===== config.mk =====
export PLATFORM = sky130hd
export DESIGN_NAME = fir_xifu_wb
export DESIGN_NICKNAME = d
export VERILOG_FILES = /design/src/rtl/fir_xifu_wb.sv
export SDC_FILE = /design/constraint.sdc
export NUM_CORES = 1
export LEC_CHECK = 0
export BUFFER_PORTS_ARGS = -buffer_cell sky130_fd_sc_hd__buf_4
export CORE_UTILIZATION = 46
export DETAILED_ROUTE_END_ITERATION = 10
export GPL_ROUTABILITY_DRIVEN = 0
export GPL_TIMING_DRIVEN = 0
export HOLD_SLACK_MARGIN = 0.05
export PLACE_DENSITY = 0.77
export SLEW_MARGIN = 15
export SYNTH_ARGS = -nofsm -noshare
export SYNTH_HDL_FRONTEND = slang
export SYNTH_SLANG_ARGS = --single-unit

===== constraint.sdc =====
create_clock -name clk_i -period 3.2 [get_ports clk_i]
set_clock_uncertainty 0.05 [all_clocks]
set_input_delay 0.48 -clock clk_i [delete_from_list [all_inputs] [get_ports clk_i]]
set_output_delay 0.48 -clock clk_i [all_outputs]
set_load 0.01 [all_outputs]

===== src/rtl/fir_xifu_wb.sv =====
`default_nettype none
// ============================================================================
// Module   : fir_xifu_wb
// Purpose  : Writeback stage of the FIR extension unit. Holds a single
//            offloaded instruction (XFIRLW / XFIRSW / XFIRDOTP) from EX,
//            waits for its memory result (loads/stores), waits for the
//            controller's commit or kill verdict, performs the XIFU
//            register-file write and hands one result to the core.
// Ports    : clk_i, rst_ni (async, active-low), clear_i (sync flush)
//            valid_i/ready_o + instr_i/id_i/rs1_i/rd_i/result_i : EX entry
//            mem_valid_i/mem_id_i/mem_rdata_i                    : LSU result
//            commit_i/kill_i                                     : per-id flags
//            rf_we_o/rf_waddr_o/rf_wdata_o                       : XIFU RF write
//            result_*                                            : core result
//            fwd_we_o/fwd_rd_o/fwd_result_o                      : EX forwarding
// Revision : 1.0 - initial release
// ============================================================================
module fir_xifu_wb (
  input  logic        clk_i,
  input  logic        rst_ni,
  input  logic        clear_i,
  input  logic        valid_i,
  output logic        ready_o,
  input  logic [1:0]  instr_i,
  input  logic [3:0]  id_i,
  input  logic [4:0]  rs1_i,
  input  logic [4:0]  rd_i,
  input  logic [31:0] result_i,
  input  logic        mem_valid_i,
  input  logic [3:0]  mem_id_i,
  input  logic [31:0] mem_rdata_i,
  input  logic [15:0] commit_i,
  input  logic [15:0] kill_i,
  output logic        rf_we_o,
  output logic [4:0]  rf_waddr_o,
  output logic [31:0] rf_wdata_o,
  output logic        result_valid_o,
  input  logic        result_ready_i,
  output logic [3:0]  result_id_o,
  output logic [4:0]  result_rd_o,
  output logic        result_we_o,
  output logic [31:0] result_data_o,
  output logic        fwd_we_o,
  output logic [4:0]  fwd_rd_o,
  output logic [31:0] fwd_result_o
);

  localparam logic [1:0] c_instr_none = 2'd0;
  localparam logic [1:0] c_instr_lw   = 2'd1;
  localparam logic [1:0] c_instr_sw   = 2'd2;
  localparam logic [1:0] c_instr_dotp = 2'd3;

  typedef enum logic [1:0] {
    IDLE   = 2'd0,
    MEM    = 2'd1,
    COMMIT = 2'd2,
    RES    = 2'd3
  } state_e;

  state_e      r_state;
  state_e      w_state_next;

  // Holding register for the in-flight entry
  logic [1:0]  r_instr;
  logic [3:0]  r_id;
  logic [4:0]  r_rs1;
  logic [4:0]  r_rd;
  logic [31:0] r_result;
  logic [31:0] r_rdata;

  logic        w_is_ls;
  logic        w_commit;
  logic        w_kill;
  logic        w_mem_hit;
  logic        w_capture;

  assign w_is_ls   = (r_instr == c_instr_lw) || (r_instr == c_instr_sw);
  assign w_commit  = commit_i[r_id];
  assign w_kill    = kill_i[r_id];
  assign w_mem_hit = mem_valid_i && (mem_id_i == r_id);
  // NONE entries are handshaken but never occupy the stage
  assign w_capture = (r_state == IDLE) && valid_i && (instr_i != c_instr_none);

  // State register: clear_i overrides every transition
  always_ff @(posedge clk_i or negedge rst_ni) begin
    if (!rst_ni) begin
      r_state <= IDLE;
    end else if (clear_i) begin
      r_state <= IDLE;
    end else begin
      r_state <= w_state_next;
    end
  end

  always_ff @(posedge clk_i or negedge rst_ni) begin
    if (!rst_ni) begin
      r_instr  <= c_instr_none;
      r_id     <= 4'd0;
      r_rs1    <= 5'd0;
      r_rd     <= 5'd0;
      r_result <= 32'd0;
      r_rdata  <= 32'd0;
    end else if (clear_i) begin
      r_instr  <= c_instr_none;
      r_id     <= 4'd0;
      r_rs1    <= 5'd0;
      r_rd     <= 5'd0;
      r_result <= 32'd0;
      r_rdata  <= 32'd0;
    end else begin
      if (w_capture) begin
        r_instr  <= instr_i;
        r_id     <= id_i;
        r_rs1    <= rs1_i;
        r_rd     <= rd_i;
        r_result <= result_i;
        r_rdata  <= 32'd0;
      end
      if ((r_state == MEM) && w_mem_hit) begin
        r_rdata <= mem_rdata_i;
      end
    end
  end

  // Next-state and output decode
  always_comb begin
    w_state_next   = r_state;
    ready_o        = 1'b0;
    rf_we_o        = 1'b0;
    rf_waddr_o     = 5'd0;
    rf_wdata_o     = 32'd0;
    result_valid_o = 1'b0;
    result_id_o    = 4'd0;
    result_rd_o    = 5'd0;
    result_we_o    = 1'b0;
    result_data_o  = 32'd0;
    fwd_we_o       = 1'b0;
    fwd_rd_o       = 5'd0;
    fwd_result_o   = 32'd0;

    case (r_state)
      IDLE: begin
        ready_o = 1'b1;
        if (w_capture) begin
          w_state_next = (instr_i == c_instr_dotp) ? COMMIT : MEM;
        end
      end
      MEM: begin
        if (w_mem_hit) begin
          w_state_next = COMMIT;
        end
      end
      COMMIT: begin
        // Kill wins over a simultaneous commit
        if (w_kill) begin
          w_state_next = IDLE;
        end else if (w_commit) begin
          w_state_next = RES;
          // A flush in the same cycle suppresses the write for this entry
          if ((r_instr != c_instr_sw) && !clear_i) begin
            rf_we_o    = 1'b1;
            rf_waddr_o = r_rd;
            rf_wdata_o = (r_instr == c_instr_lw) ? r_rdata : r_result;
          end
        end
      end
      RES: begin
        if (!clear_i) begin
          result_valid_o = 1'b1;
          result_id_o    = r_id;
          if (w_is_ls) begin
            result_we_o   = 1'b1;
            result_rd_o   = r_rs1;
            result_data_o = r_result;
          end
        end
        if (result_ready_i) begin
          w_state_next = IDLE;
        end
      end
      default: begin
        w_state_next = IDLE;
      end
    endcase

    // Post-increment address stays visible to EX while the entry is held
    if ((r_state != IDLE) && w_is_ls) begin
      fwd_we_o     = 1'b1;
      fwd_rd_o     = r_rs1;
      fwd_result_o = r_result;
    end
  end

endmodule
`default_nettype wire

==> run_results.csv <==
group,metric,value,unit
power,switching_share,0.329,
finish,regArea,2050,um2
finish,final_common_cell,"buf_4",
synthesis,yosysSeqAreaShare,0.444,
cts,clkTransAtPathRegs,0.08,ns
synthesis,synth.area.top_cells,"dfrtp_1 (44%), and2_1 (10%), mux2i_1 (8.0%)",
finish,final_nets,896,
grt,grt_pass1_wl,23000,um
setup_path,startpoint_type,"flop",
sta,worst_pin_slew,1.03,ns
setup_path,critPathMaxFanout,10,
cts,clockBufferDepth,2,
detailed_routing,drtIter0Drc,169,
placement,dp_slack,-0.0595,ns
synthesis,yosys_warnings,0,
sta,maxSlewViolCount,0,
placement,numPortBuffers,240,
sta,hold_slack,0.240,ns
power,power.net_switching,888,uW
placement,place_hpwl,11300,um
finish,areaGrowthSynthToFinish,56.8,%
status,status,"complete, but fails checks",
power,combinationalPowerShare,0.282,
synthesis,syn_inst,510,
sta,rsz0062_at_grt,"yes",
floorplanning,dieArea,10500,um2
grt,grt_max_degree,83,
synthesis,syn_nets,634,
synthesis,synthArstFlopShare,1.00,
sta,max_freq,302,MHz
setup_path,crit_chain,"buf_6 > buf_12 > mux4_2 > mux2i_1 > mux2_4 > or4_4 > buf_12 > buf_12 > nor2_2 > buf_4",
detailed_routing,wl,15300,um
floorplanning,dieWidth,102,um
cts,hold_buffers,0,
floorplanning,chipHeight,102,um
cts,root_buffer,"clkbuf_8",
sta,hold_viol,0,
setup_path,critPathArrivalTime,2.78,ns
floorplanning,initial_core_util,0.473,
cts,worstSkewPairLatency,0.34,ns
synthesis,synth_seq_cells,82,
sta,fin_crit_sh,1.03,
cts,cts_tree,"built",
finish,fillers,721,
power,intPower,1.81,mW
power,irDropWorstVdd,0.000233,V
setup_path,slowest_stage,"or4_4",
finish,final_cell_mix,"buf_4 (225), nand2_1 (96), dfrtp_1 (82), and2_1 (75), a21oi_1 (50)",
power,p_clk_frac,0.280,
detailed_routing,num_vias,4669,
cts,cts_buffers,9,
worst_hold_path,hold_class,"in -> async",
placement,dpl_cell_area,6590,um2
cts,htreeDepth,3,
detailed_routing,viasPerCell,5.13,
setup_path,endpoint_kind,"output port",
power,p_seq_frac,0.439,
detailed_routing,ant_nets,0,
status,failed_checks,"negative setup slack",
setup_path,path_class,"reg -> out",
setup_path,path_common_cell,"buf_12",
grt,antenna_found_initial,0,
grt,grt-ovfl-total,0,
synthesis,yosysTopAreaCell,"dfrtp_1",
run,drv_cap,0,
sta,min_period,3.31,ns
synthesis,ys_types,37,
synthesis,synth_edf_count,0,
synthesis,syn_area,4620,um2
finish,multiInputGateArea,2540,um2
floorplanning,std_cell_rows,36,
sta,finalSetupViolations,37,
setup_path,cp_data_required_time,2.67,ns
synthesis,ys.flop_type,"dfrtp_1",
power,cellPowerDensity,373,nW/um2
finish,finalInstanceArea,7240,um2
detailed_routing,wl_per_cell,16.8,um
sta,slew_headroom,0.315,
synthesis,synth_top_area_share,0.444,
grt,grt_pass1_vias,4601,
detailed_routing,drc,0,
setup_path,ff2ff_setup_slack,0.37,ns
detailed_routing,drt-pass1-iter-count,4,
finish,drive_above_1_share,0.414,
synthesis,syn_area_per_cell,9.06,um2
power,p_leak,3.40,nW
grt,globalRouteTotalUtil,0.288,
sta,final.setup.worst_slack,-0.109,ns
floorplanning,ioPinCount,242,
setup_path,critPathMaxStageDelay,0.51,ns
cts,clock_sinks,82,
finish,antennaDiodeCount,0,
floorplanning,core,9770,um2
[path summary, 6_finish.rpt]
path / cells past startpoint / from / to
max: 10 / r_id[0] / rf_wdata_o[30]
min: 1 / rst_ni / r_rdata[24]
max reg2reg: 9 / r_id[0] / r_rdata[6]
min reg2reg: 1 / r_rdata[10] / r_rdata[10]
max in group asynchronous: 1 / rst_ni / r_result[2]
min in group clk_i: 2 / mem_rdata_i[14] / r_rdata[14]
[registers in the layout, indices dropped and copies added (netlist names)]
register	cells
r_rdata	32
r_result	32
r_rd	5
r_rs1	5
r_id	4
r_instr	2
r_state	2
[per-stage QoR]
step	utilization	total power, mW	setup TNS, ns	cells
after floorplan	-	1.58	0	510
final	0.741	2.70	-2.28	910
after global placement	0.674	1.87	-0.110	883
after global routing	0.741	2.85	-5.51	910
after CTS	0.710	2.68	-3.21	906
after detailed placement	0.674	1.90	-0.149	883
[metal layers]
| layer | global-route usage | wire length [um] |
|---|---|---|
| met2 | 0.511 | 7870 |
| met1 | 0.347 | 6040 |
| met5 | 0 | 0 |
| met3 | 0.0663 | 1120 |
| met4 | 0.0890 | 276 |
[cells by family after synthesis]
| family | synth area share |
|---|---|
| and+or+nand+nor | 0.236 |
| AOI/OAI and AO/OA | 0.140 |
| DFF | 0.444 |
| buffers and inverters | 0.0490 |
| muxes | 0.118 |
| xor gates and xnor gates | 0.00758 |
| adders and majority gates | 0.00541 |
[worst max-delay path: cells and delay by family (launching register included)]
kind / cells / cell delay [ns]
buffers and inverters: 5 / 0.72
muxes: 3 / 0.68
DFF: 1 / 0.41
and+or+nand+nor: 2 / 0.63
[what timing repair did]
item / in CTS / in global routing
resized for setup: 28 / 75
pin swaps: 3 / 13
gates cloned: 1 / 1
buffers inserted: 6 / 6
setup endpoints to repair: 58 / 75
[cell usage after synthesis, types with 3 or more instances]
library cell  count
nor2_1           40
mux4_2            6
dfrtp_1          82
xnor2_1           4
clkbuf_1         34
nand2_1          96
buf_6             4
a22o_1           32
inv_1             9
and2_1           75
buf_1             4
nor2b_1           5
and3_1            4
mux2i_1          37
a21oi_1          50
nand3_1           3
[area by class of cell]
type | instances | area share
sequential | 82 | 0.283
inverter | 9 | 0.00466
buffer | 41 | 0.0299
clock inverter | 7 | 0.0105
multi-input combinational | 376 | 0.351
tap | 133 | 0.0230
timing repair buffer | 253 | 0.280
clock buffer | 9 | 0.0171
[power by group through the flow]
stage / clock network [mW] / logic [mW] / registers (mW)
after CTS: 0.770 / 0.730 / 1.18
after global placement: 0 / 0.680 / 1.19
after detailed placement: 0 / 0.701 / 1.20
final: 0.756 / 0.761 / 1.19
after global routing: 0.814 / 0.839 / 1.20
after floorplan: 0 / 0.415 / 1.17
(Power assumes the default switching activity.)
